`config.mk`:
```
export PLATFORM = sky130hd
export DESIGN_NAME = intr_sched_flat
export DESIGN_NICKNAME = d
export VERILOG_FILES = /design/src/rtl/intr_sched_pkg.sv /design/src/rtl/intr_sched_if.sv /design/src/rtl/intr_sched_rr_arbiter.sv /design/src/rtl/intr_sched.sv /design/src/flat_wrapper.sv
export SDC_FILE = /design/constraint.sdc
export NUM_CORES = 1
export LEC_CHECK = 0
export CAP_MARGIN = 20
export CORE_MARGIN = 1.5
export CORE_UTILIZATION = 50
export DETAILED_ROUTE_END_ITERATION = 8
export PLACE_DENSITY = 0.76
export REMOVE_ABC_BUFFERS = 1
export SYNTH_ARGS = -nofsm -noshare
export SYNTH_HDL_FRONTEND = slang
export SYNTH_SLANG_ARGS = --single-unit
```
`constraint.sdc`:
```
create_clock -name clk -period 2.45 [get_ports clk]
set_input_delay 0.735 -clock clk [delete_from_list [all_inputs] [get_ports clk]]
set_output_delay 0.735 -clock clk [all_outputs]
set_load 0.03 [all_outputs]
```
`src/rtl/intr_sched_pkg.sv`:
```
// Shared types and constants for the interrupt scheduler.
// Also defines the wrap-around index helper used by the round-robin pointer.
package intr_sched_pkg;

  localparam int MAX_SRC = 4;
  localparam int CODE_W  = 2;
  localparam int HOLD_W  = 16;
  localparam int GAP_W   = 8;

  typedef enum logic [1:0] {
    ST_IDLE   = 2'd0,
    ST_ASSERT = 2'd1,
    ST_GAP    = 2'd2
  } state_e;

  typedef logic [CODE_W-1:0] code_t;

  // Index following idx in a ring of n sources.
  function automatic code_t next_code(input code_t idx, input int n);
    return (int'(idx) == n - 1) ? '0 : code_t'(idx + 1'b1);
  endfunction

endpackage

```
`src/rtl/intr_sched_if.sv`:
```
// Event/handshake bundle between the event sources, software and the scheduler.
// The slave modport is the scheduler side; master is the source/software side.
interface intr_sched_if #(
  parameter int SRC_NUM = 4
);
  import intr_sched_pkg::*;

  logic [SRC_NUM-1:0] src_evt;
  logic [SRC_NUM-1:0] src_mask;
  logic               ack;
  logic               err_clr;
  code_t              intr_code;
  logic               intr_valid;
  logic [SRC_NUM-1:0] pending;
  logic [SRC_NUM-1:0] overflow;
  logic               timeout_err;

  modport master (
    output src_evt, src_mask, ack, err_clr,
    input  intr_code, intr_valid, pending, overflow, timeout_err
  );

  modport slave (
    input  src_evt, src_mask, ack, err_clr,
    output intr_code, intr_valid, pending, overflow, timeout_err
  );

endinterface

```
`src/rtl/intr_sched_rr_arbiter.sv`:
```
// Combinational round-robin picker: first set bit of eligible at or above ptr, with wrap.
// Kept standalone so other owners (e.g. the LED arbiter) can reuse it.
module rr_arbiter
  import intr_sched_pkg::*;
#(
  parameter int N = 4
) (
  input  logic [N-1:0] eligible_i,
  input  code_t        ptr_i,
  output code_t        grant_o,
  output logic         any_grant_o
);

  code_t idx;

  // NOTE: every signal written here gets a default first, so no path leaves it
  // unassigned and no latch is inferred.
  always_comb begin
    grant_o     = ptr_i;
    any_grant_o = 1'b0;
    idx         = '0;
    for (int off = 0; off < N; off++) begin
      idx = code_t'((int'(ptr_i) + off) % N);
      if (!any_grant_o && eligible_i[idx]) begin
        grant_o     = idx;
        any_grant_o = 1'b1;
      end
    end
  end

endmodule

```
`src/rtl/intr_sched.sv`:
```
// Interrupt scheduler: edge-detects event sources into pending flags and presents them
// one at a time on a 2-bit code + valid, held until ack or timeout, then an idle gap.
module intr_sched
  import intr_sched_pkg::*;
#(
  parameter int               SRC_NUM      = 4,
  parameter logic [HOLD_W-1:0] HOLD_TIMEOUT = 16'd12500,
  parameter logic [GAP_W-1:0]  GAP_CYC      = 8'd4
) (
  input  logic          clk,
  input  logic          rst_n,
  intr_sched_if.slave   bus
);

  state_e              state_q, state_d;
  logic [SRC_NUM-1:0]  evt_prev_q;
  logic [SRC_NUM-1:0]  pending_q, pending_d;
  logic [SRC_NUM-1:0]  overflow_q, overflow_d;
  logic                terr_q, terr_d;
  code_t               code_q, code_d;
  code_t               ptr_q, ptr_d;
  logic [HOLD_W-1:0]   hold_q, hold_d;
  logic [GAP_W-1:0]    gap_q, gap_d;

  logic [SRC_NUM-1:0]  evt_rise;
  logic [SRC_NUM-1:0]  eligible;
  logic [SRC_NUM-1:0]  clr_vec;
  code_t               grant;
  logic                any_grant;
  logic                ack_hit;
  logic                hold_expired;
  logic                gap_done;
  logic                req_end;

  assign evt_rise     = bus.src_evt & ~evt_prev_q;
  assign eligible     = pending_q & ~bus.src_mask;
  assign ack_hit      = (state_q == ST_ASSERT) && bus.ack;
  assign hold_expired = (state_q == ST_ASSERT) && (hold_q == HOLD_TIMEOUT - HOLD_W'(1));
  assign gap_done     = (gap_q == GAP_CYC - GAP_W'(1));
  assign req_end      = ack_hit || hold_expired;

  rr_arbiter #(
    .N (SRC_NUM)
  ) u_rr_arbiter (
    .eligible_i  (eligible),
    .ptr_i       (ptr_q),
    .grant_o     (grant),
    .any_grant_o (any_grant)
  );

  // State register
  // NOTE: sequential state uses non-blocking assignments so every register samples
  // the pre-edge values of the others, independent of statement order.
  always_ff @(posedge clk or negedge rst_n) begin
    if (!rst_n) begin
      state_q    <= ST_IDLE;
      evt_prev_q <= '0;
      pending_q  <= '0;
      overflow_q <= '0;
      terr_q     <= 1'b0;
      code_q     <= '0;
      ptr_q      <= '0;
      hold_q     <= '0;
      gap_q      <= '0;
    end else begin
      state_q    <= state_d;
      evt_prev_q <= bus.src_evt;
      pending_q  <= pending_d;
      overflow_q <= overflow_d;
      terr_q     <= terr_d;
      code_q     <= code_d;
      ptr_q      <= ptr_d;
      hold_q     <= hold_d;
      gap_q      <= gap_d;
    end
  end

  // Next-state logic
  always_comb begin
    state_d = state_q;
    unique case (state_q)
      ST_IDLE:   if (any_grant) state_d = ST_ASSERT;
      ST_ASSERT: if (req_end)   state_d = ST_GAP;
      ST_GAP:    if (gap_done)  state_d = ST_IDLE;
      default:                  state_d = ST_IDLE;
    endcase
  end

  // Grant, counters and pointer
  always_comb begin
    code_d = code_q;
    ptr_d  = ptr_q;
    hold_d = hold_q;
    gap_d  = gap_q;
    unique case (state_q)
      ST_IDLE: begin
        if (any_grant) begin
          code_d = grant;
          hold_d = '0;
        end
      end
      ST_ASSERT: begin
        hold_d = hold_q + HOLD_W'(1);
        // A timed-out source still rotates the pointer so it cannot starve the rest.
        if (req_end) begin
          ptr_d = next_code(code_q, SRC_NUM);
          gap_d = '0;
        end
      end
      ST_GAP: gap_d = gap_q + GAP_W'(1);
      default: begin
        code_d = code_q;
      end
    endcase
  end

  // Pending and sticky error flags; a new edge beats a same-cycle clear.
  always_comb begin
    clr_vec = '0;
    if (ack_hit) clr_vec[code_q] = 1'b1;
    pending_d  = (pending_q & ~clr_vec) | evt_rise;
    overflow_d = (bus.err_clr ? '0 : overflow_q) | (evt_rise & pending_q & ~clr_vec);
    terr_d     = (bus.err_clr ? 1'b0 : terr_q) | (hold_expired && !bus.ack);
  end

  assign bus.intr_code   = code_q;
  assign bus.intr_valid  = (state_q == ST_ASSERT);
  assign bus.pending     = pending_q;
  assign bus.overflow    = overflow_q;
  assign bus.timeout_err = terr_q;

endmodule

```
`src/flat_wrapper.sv`:
```
// flat-port wrapper written by rule: the top's interface ports become plain ports
module intr_sched_flat import intr_sched_pkg::*;
#(
  parameter int               SRC_NUM      = 4,
  parameter logic [HOLD_W-1:0] HOLD_TIMEOUT = 16'd12500,
  parameter logic [GAP_W-1:0]  GAP_CYC      = 8'd4
)
  (clk, rst_n, bus_src_evt, bus_src_mask, bus_ack, bus_err_clr, bus_intr_code, bus_intr_valid, bus_pending, bus_overflow, bus_timeout_err);
  intr_sched_if #(.SRC_NUM(SRC_NUM)) bus_i ();
  input  logic clk;
  input  logic rst_n;
  input wire logic [$bits(bus_i.src_evt)-1:0] bus_src_evt;
  input wire logic [$bits(bus_i.src_mask)-1:0] bus_src_mask;
  input wire logic [$bits(bus_i.ack)-1:0] bus_ack;
  input wire logic [$bits(bus_i.err_clr)-1:0] bus_err_clr;
  output wire logic [$bits(bus_i.intr_code)-1:0] bus_intr_code;
  output wire logic [$bits(bus_i.intr_valid)-1:0] bus_intr_valid;
  output wire logic [$bits(bus_i.pending)-1:0] bus_pending;
  output wire logic [$bits(bus_i.overflow)-1:0] bus_overflow;
  output wire logic [$bits(bus_i.timeout_err)-1:0] bus_timeout_err;
  assign bus_i.src_evt = bus_src_evt;
  assign bus_i.src_mask = bus_src_mask;
  assign bus_i.ack = bus_ack;
  assign bus_i.err_clr = bus_err_clr;
  assign bus_intr_code = bus_i.intr_code;
  assign bus_intr_valid = bus_i.intr_valid;
  assign bus_pending = bus_i.pending;
  assign bus_overflow = bus_i.overflow;
  assign bus_timeout_err = bus_i.timeout_err;
  intr_sched #(.SRC_NUM(SRC_NUM), .HOLD_TIMEOUT(HOLD_TIMEOUT), .GAP_CYC(GAP_CYC)) u_core (.clk(clk), .rst_n(rst_n), .bus(bus_i));
endmodule
```
==> results of run 1 <==
## through the flow
| step | power, mW | utilization | hold WS (ns) |
|---|---|---|---|
| after floorplan | 1.736 | - | 0.4394 |
| after global placement | 2.139 | 0.6096 | 0.4555 |
| after detailed placement | 2.170 | 0.6096 | 0.4754 |
| after CTS | 2.826 | 0.6421 | 0.4339 |
| after global routing | 2.997 | 0.6421 | 0.4445 |
| final | 2.818 | 0.6421 | 0.4100 |
## worst paths after layout
path,end,slack (ns),depth (start not counted)
worst max register to register,u_core.ptr_q[1],0.24,5
worst min register to register,u_core.bus.overflow[1],0.50,1
min in group clk,u_core.bus.overflow[1],0.50,1
max in group asynchronous,u_core.bus.pending[1],1.46,2
worst min-delay path,u_core.hold_q[12],0.41,1
worst max-delay path,bus_intr_valid,0.14,3
## critical path, cell delays in order (launching register included)
cell	delay, ns
dfrtp_1	0.47
nand2b_1	0.19
inv_1	0.37
buf_4	0.25
## cell families after synthesis
group | Yosys count | share of synthesized area
AO/OA/AOI/OAI | 49 | 0.1535
XOR/XNOR | 6 | 0.02415
adder cells (fa/ha/maj) | 6 | 0.03450
buffers and inverters | 17 | 0.03278
flip-flops | 43 | 0.4945
multiplexers | 7 | 0.03393
AND/OR/NAND/NOR | 97 | 0.2266
## registers in the layout, indices dropped and copies added, names as in the netlist
name and flops:
u_core.hold_q 16, u_core.gap_q 8, u_core.bus.overflow 4, u_core.bus.pending 4
u_core.evt_prev_q 4, u_core.bus.intr_code 2, u_core.ptr_q 2, u_core.state_q 2
u_core.bus.timeout_err 1
## report_power, final
part           internal, mW  switching (mW)  total (mW)
sequential            0.875           0.203        1.08
combinational         0.453           0.636        1.09
clock                 0.407           0.244       0.651
## layout make-up
cell class | instances | area, µm² | area share
Timing Repair Buffer | 32 | 290.3 | 0.1106
Inverter | 9 | 33.78 | 0.01288
Clock buffer | 6 | 72.57 | 0.02766
Tap cell | 50 | 62.56 | 0.02384
Multi-Input combinational cell | 165 | 1028 | 0.3920
Clock inverter | 2 | 60.06 | 0.02289
Sequential cell | 43 | 1076 | 0.4101
## placed cells by master (no fill, tap or decap), drive strengths merged, types with 2 or more instances in the layout
cell           Yosys  layout
a211oi             2       2
xor2               2       2
nand2             26      26
nor2              21      21
xnor2              4       4
ha                 6       6
nand4              6       6
o22ai              2       2
o21ai              7       7
a21oi              9       9
o2bb2ai            4       4
a31o               2       2
dfrtp             43      43
clkdlybuf4s50      0      21
bufinv             0       2
buf                1      11
nand2b             8       8
inv                9       9
nand3              9       9
mux2i              4       4
o21a               3       3
mux2               3       3
nor3               5       5
clkbuf             7       6
a21o               3       3
nor4               5       5
nor2b              5       5
and3               5       5
a31oi             10      10
## layer usage
layer | wire length, µm | up-vias | track usage
met4 | 63 | 0 | 0.09069
li1 | - | 871 | -
met5 | 0 | - | 0
met2 | 2253 | 52 | 0.3510
met1 | 2151 | 881 | 0.2960
met3 | 231 | 6 | 0.05519
==> reports/results.ini, run 1 <==
[status]
status = completed

[die]
die-area_um2 = 4756
die_height_um = 68.97
rows = 23
start_util = 0.5325
fp.coreArea_um2 = 4086
die_w_um = 68.97
num_io_pins = 24

[clock_tree]
h-tree-depth = 2
cts_max_path_buffers = 2
cts.hold.buffers_added = 0
insertion_delay_ns = 0.30
cts_setup_buffers = 0
cts_sinks = 43
cts_inserted_buffers = 5
cts_root_buf = clkbuf_8
path_clk_slew_ns = 0.08
cts_tree = built
cts-resized-gates = 0

[place]
placed_area_um2 = 2491
dp.cells = 299
hpwl_mm = 3.342
place_ws_ns = 0.06587
gp_congestion = 0.8490
io_buffers = 23

[setup_path]
crit_path_end_kind = output pin
critPathKind = reg2out
rr_startpoint = u_core.hold_q[0]
crit_arrival_ns = 1.58
path_max_fanout = 15
cp-startpoint = u_core.state_q[1]
crit_required_ns = 1.71
start_kind = register

[timing]
clock.fmax_mhz = 432.0
period_minus_slack_ns = 2.315
rsz0062_at_grt = false
setup-tns-final_ns = 0
hold_violations = 0
finalCritPeriodShare = 0.9448
slew_headroom = 0.6432
setup_viol = 0
drv_slew = 0
setup_slack_ns = 0.1352
worst_pin_slew_ns = 0.5352
skew_ns = 0.003350

[layout]
final_area_um2 = 2624
n_antenna_cell = 0
fillers = 342
drive_gt1_frac = 0.1128
nNetsFinal = 274
instances_no_fill = 307
syn_to_final_growth_pct = 20.59

[yosys]
synth_cell_types = 45
ys_top_cells_by_count = 43 x dfrtp_1, 26 x nand2_1, 21 x nor2_1
synthArstFlopShare = 1.000
ys.warnings.count = 0
synth_area_leaders = dfrtp_1 49%, nand2_1 4.5%, nor2_1 3.6%, ha_1 3.5%, a31oi_1 2.9%
synthCells = 225
synth-main-ff-cell = dfrtp_1
synth_top_area_frac = 0.4945
syn_area_um2 = 2176
synth_edf_count = 0
yosysMostFrequentCell = dfrtp_1
yosys_register_bits = 43
synth.avg_cell_area_um2 = 9.670
yosysTopAreaCell = dfrtp_1
yosysSeqAreaShare = 0.4945

[pwr]
power.leakage_nw = 1.161
vdd_drop_max_v = 0.0005403
p_per_area_nw_per_um2 = 1074

[global_routing]
grt_pass1_vias = 1690
grt_usage = 0.2234
grt_max_degree = 25
grt_remaining_overflow = 0
grt_pass1_wl_mm = 7.721
antenna_found_initial = 0

[routing]
postRouteAntennaNets = 0
wl_mm = 4.700
drt-initial-drc-count = 104
drcViolationCount = 0
vias = 1810
post_drt_wl_per_cell_um = 15.31
via_per_inst = 5.896
drtPass1Iterations = 4

[min_path]
hp-class = in2async

[job]
max_cap_viol_count = 0

(Power assumes the default switching activity.)
==> inputs of run 2 (changes only) <==
--- a/config.mk
+++ b/config.mk
@@ -10,7 +10,6 @@
 export CORE_UTILIZATION = 50
 export DETAILED_ROUTE_END_ITERATION = 8
 export PLACE_DENSITY = 0.76
-export REMOVE_ABC_BUFFERS = 1
 export SYNTH_ARGS = -nofsm -noshare
 export SYNTH_HDL_FRONTEND = slang
 export SYNTH_SLANG_ARGS = --single-unit
==> run 2 against run 1 <==
  * Power fell by 5.4%
  * Clock skew rose by 0.0041 ns
  * Flip-flop and latch count unchanged
  * Clock power is 18% lower
  * Sequential share of layout area increased by 0.84 points
  * Fmax grew 2.6%
  * Non-clock buffer count down 3
  * Global-route usage grew 0.14 points
  * Design area is 2.0% lower
  * Setup slack improved by 0.058 ns
  * Worst hold slack better by 0.0025 ns
  * Largest cell class unchanged
==> reports/results.ini, run 2 (synthesis results as in run 1) <==
[status]
status = completed

[timing]
skew_ns = 0.007443
worst_pin_slew_ns = 0.5505
period_minus_slack_ns = 2.256
finalCritPeriodShare = 0.9210
setup_slack_ns = 0.1936
drv_slew = 0
clock.fmax_mhz = 443.2
rsz0062_at_grt = false
setup_viol = 0
setup-tns-final_ns = 0
hold_violations = 0
slew_headroom = 0.6296

[layout]
syn_to_final_growth_pct = 18.17
reg.largest.list = u_core.hold_q x16, u_core.gap_q x8
mostFrequentLayoutCell = dfrtp_1
final_cell_mix = 43 x dfrtp_1, 26 x nand2_1, 21 x nor2_1, 21 x clkdlybuf4s50_1, 10 x a31oi_1
n_antenna_cell = 0
utilization = 0.6292
largest_reg_flops = 16
drive_gt1_frac = 0.09881
top_register = u_core.hold_q
nNetsFinal = 271

[global_routing]
grt_remaining_overflow = 0
grt_pass1_wl_mm = 7.693
grt_pass1_vias = 1675
antenna_found_initial = 0
grt_max_degree = 25
grt_usage = 0.2248

[clock_tree]
insertion_delay_ns = 0.30
cts_max_path_buffers = 2
path_clk_slew_ns = 0.08
cts_inserted_buffers = 5
cts_tree = built
h-tree-depth = 2
cts.hold.buffers_added = 0
cts_setup_buffers = 0
cts-resized-gates = 0
cts_sinks = 43
cts_root_buf = clkbuf_8

[place]
io_buffers = 23
hpwl_mm = 3.312
gp_congestion = 0.8746
place_ws_ns = 0.07667

[die]
fp.coreArea_um2 = 4086
die_w_um = 68.97
die-area_um2 = 4756
start_util = 0.5325
rows = 23
die_height_um = 68.97
num_io_pins = 24

[setup_path]
crit_arrival_ns = 1.52
critPathKind = reg2out
r2r_cells = 4
path_max_fanout = 14
crit_required_ns = 1.71
crit_path_end_kind = output pin
start_kind = register

[routing]
wl_mm = 4.570
postRouteAntennaNets = 0
post_drt_wl_per_cell_um = 15.08
drcViolationCount = 0
vias = 1763
drt-initial-drc-count = 76
via_per_inst = 5.818
drtPass1Iterations = 4

[min_path]
hp-class = in2async

[pwr]
p_per_area_nw_per_um2 = 1037
power_mw = 2.665
vdd_drop_max_v = 0.0005558
power.leakage_nw = 1.132

[job]
max_cap_viol_count = 0

[yosys]
synth.net_count = 243

-- run 2: cell count changes in the layout (fill, tap and decap cells not counted) --
cell and delta:
bufinv_16 -1, buf_4 -3
-- run 2: through the flow --
step / hold slack, ns / std cells / cell area (µm²)
after floorplan: 0.4394 / 225 / 2176
after global placement: 0.4713 / 296 / 2469
after detailed placement: 0.4746 / 296 / 2469
after CTS: 0.4222 / 303 / 2571
after global routing: 0.4522 / 303 / 2571
final: 0.4125 / 303 / 2571
-- run 2: per-layer routing --
metal	global-route usage	vias to the layer above	share of wire
li1	-	863	-
met1	0.2981	844	0.47
met2	0.3450	52	0.45
met3	0.07468	4	0.065
met4	0.07843	0	0.013
met5	0	-	0
-- run 2: critical path, cell delays in order (launching register included) --
cell and delay, ns:
dfrtp_1 0.45, nand2b_1 0.19, inv_1 0.34, buf_4 0.24
-- run 2: path summary, 6_finish.rpt --
| kind | startpoint | endpoint | slack [ns] |
|---|---|---|---|
| worst max-delay path | u_core.state_q[1] | bus_intr_valid | 0.19 |
| worst min register to register | u_core.hold_q[15] | u_core.hold_q[15] | 0.49 |
| worst max register to register | u_core.hold_q[9] | u_core.ptr_q[1] | 0.28 |
| max in group asynchronous | rst_n | u_core.gap_q[1] | 1.48 |
| min in group clk | u_core.hold_q[15] | u_core.hold_q[15] | 0.49 |
| worst min-delay path | rst_n | u_core.bus.intr_code[1] | 0.41 |
-- run 2: area by class of cell --
| class | count | area (µm²) |
|---|---|---|
| sequential | 43 | 1076 |
| fill | 354 | 1515 |
| clock buffer | 6 | 72.57 |
| tap | 50 | 62.56 |
| multi-input combinational | 165 | 1028 |
| clock inverter | 1 | 30.03 |
| inverter | 9 | 33.78 |
| timing repair buffer | 29 | 267.8 |
-- run 2: power by group --
group / total (mW) / switching, mW / leakage [nW] / internal, mW
logic: 1.06 / 0.617 / 0.532 / 0.441
clock network: 0.531 / 0.232 / 0.0513 / 0.299
registers: 1.08 / 0.201 / 0.548 / 0.875
total: 2.67 / 1.05 / 1.13 / 1.61
==> inputs of run 3 (changes only) <==
--- a/config.mk
+++ b/config.mk
@@ -5,7 +5,8 @@
 export SDC_FILE = /design/constraint.sdc
 export NUM_CORES = 1
 export LEC_CHECK = 0
-export CAP_MARGIN = 20
+export CAP_MARGIN = 10
+export CORE_ASPECT_RATIO = 0.9
 export CORE_MARGIN = 1.5
 export CORE_UTILIZATION = 50
 export DETAILED_ROUTE_END_ITERATION = 8
==> run 3 against run 2 <==
  * Non-clock buffer count up 2
  * Worst hold slack worse by 0.015 ns
  * Critical path depth down 2
  * Routed wire length down 3.3%
  * Clock-buffer cell count down 1
  * Combinational power about the same
  * Clock skew down 0.0021 ns
  * Sequential power about the same
  * Fmax up 2.8%
  * Global-route usage down 2.0 points
  * Power up 5.0%
  * Critical path type unchanged
  * Critical endpoint is now bus_intr_code[0]
==> reports/results.ini, run 3 (synthesis results as in run 1) <==
[routing]
vias = 1750
post_drt_wl_per_cell_um = 14.54
drtPass1Iterations = 4
via_per_inst = 5.757
wl_mm = 4.419
drcViolationCount = 0
drt-initial-drc-count = 113
postRouteAntennaNets = 0

[timing]
slew_headroom = 0.6136
clock.fmax_mhz = 455.5
worst_pin_slew_ns = 0.5743
setup-tns-final_ns = 0
period_minus_slack_ns = 2.195
setup_slack_ns = 0.2546
rsz0062_at_grt = false
drv_slew = 0
finalCritPeriodShare = 0.8961
setup_viol = 0
hold_violations = 0
fin_hold_ws_ns = 0.3972
skew_ns = 0.005335

[job]
max_cap_viol_count = 0

[place]
placed_area_um2 = 2494
gp_congestion = 0.9059
io_buffers = 23
place_ws_ns = 0.08190
hpwl_mm = 3.269
dp.cells = 296

[pwr]
net-switching-power_mw = 1.057
vdd_drop_max_v = 0.0009209
clkPwrFrac = 0.230
power_mw = 2.799
power.leakage_nw = 1.159
switching_share = 0.3775
p_comb_frac = 0.388
p_per_area_nw_per_um2 = 1064
p_int_mw = 1.742
sequentialPowerShare = 0.383

[setup_path]
crit_chain = clkdlybuf4s50_1
critPathMaxStageDelay_ns = 0.71
start_kind = register
rrSetupSlack_ns = 0.28
crit_path_end_kind = output pin
r2r_end = u_core.ptr_q[1]
crit_required_ns = 1.71
critical_path_buf_inv_count = 1
critPathKind = reg2out
r2r_cells = 4
rr_startpoint = u_core.hold_q[9]
crit_arrival_ns = 1.46
path_max_fanout = 6
cp_top_family = buffers and inverters
slowest_stage = clkdlybuf4s50_1

[die]
start_util = 0.5270
die_w_um = 72.54
die-area_um2 = 4757
die_height_um = 65.58
fp.coreArea_um2 = 4129
rows = 22
num_io_pins = 24

[layout]
syn_to_final_growth_pct = 20.87
fillers = 331
top_register = u_core.hold_q
multiInputGateArea_um2 = 1028
nNetsFinal = 273
instances_no_fill = 304
area.sequential_um2 = 1076
largest_reg_flops = 16
utilization = 0.6370
final_area_um2 = 2630
reg.largest.list = u_core.hold_q x16, u_core.gap_q x8
drive_gt1_frac = 0.1133
n_antenna_cell = 0
final_cell_mix = 43 x dfrtp_1, 26 x nand2_1, 21 x nor2_1, 21 x clkdlybuf4s50_1, 10 x a31oi_1
mostFrequentLayoutCell = dfrtp_1

[global_routing]
grt_remaining_overflow = 0
grt_pass1_vias = 1656
grt_usage = 0.2051
antenna_found_initial = 0
grt_pass1_wl_mm = 7.514
grt_max_degree = 24

[yosys]
synth.net_count = 243

[clock_tree]
cts_sinks = 43
cts_root_buf = clkbuf_8
h-tree-depth = 2
cts_max_path_buffers = 2
path_clk_slew_ns = 0.08
cts.hold.buffers_added = 0
cts-resized-gates = 0
cts_inserted_buffers = 5
cts_tree = built
cts_setup_buffers = 0
insertion_delay_ns = 0.29

[min_path]
hp-class = in2async

[status]
status = completed

run 3: cell count changes in the layout (fill, tap and decap cells not counted):
cell        previous run  this run
buf_12                 0         1
buf_4                  7         8
bufinv_16              1         2
clkbuf_1               1         0
clkinvlp_4             0         1
run 3: power by group through the flow:
stage | Combinational, mW | Clock, mW | Sequential [mW]
5_1_grt | 1.21 | 0.682 | 1.10
2_1_floorplan | 0.639 | 0 | 1.13
3_3_place_gp | 1.07 | 0 | 1.08
6_report | 1.08 | 0.643 | 1.07
4_1_cts | 1.10 | 0.656 | 1.07
3_5_place_dp | 1.08 | 0 | 1.08
run 3: final cells by class:
type	count	share of cell area
flip-flops and latches	43	0.4091
multi-input cells	165	0.3911
repair buffers	31	0.1123
clock buffers	5	0.02617
clock inverters	3	0.02569
well taps	48	0.02284
inverters	9	0.01284
run 3: worst max path at each step:
| stage | start | to | slack, ns | cells after the start |
|---|---|---|---|---|
| after floorplan | u_core.state_q[1] | bus_intr_valid | 0.51 | 4 |
| after global routing | u_core.hold_q[0] | u_core.ptr_q[1] | 0.15 | 5 |
| after detailed placement | bus_src_mask[0] | u_core.hold_q[12] | 0.08 | 5 |
| after CTS | u_core.bus.intr_code[0] | bus_intr_code[0] | 0.23 | 1 |
| after global placement | bus_src_mask[0] | u_core.hold_q[14] | 0.07 | 5 |
| final | u_core.bus.intr_code[0] | bus_intr_code[0] | 0.25 | 1 |
run 3: per-layer routing:
layer / up-vias / GRT usage / wire length (µm)
met5: - / 0 / 0
met4: 0 / 0.05896 / 49
met3: 7 / 0.05675 / 299
met2: 52 / 0.3073 / 1945
met1: 827 / 0.2907 / 2125
li1: 864 / - / -
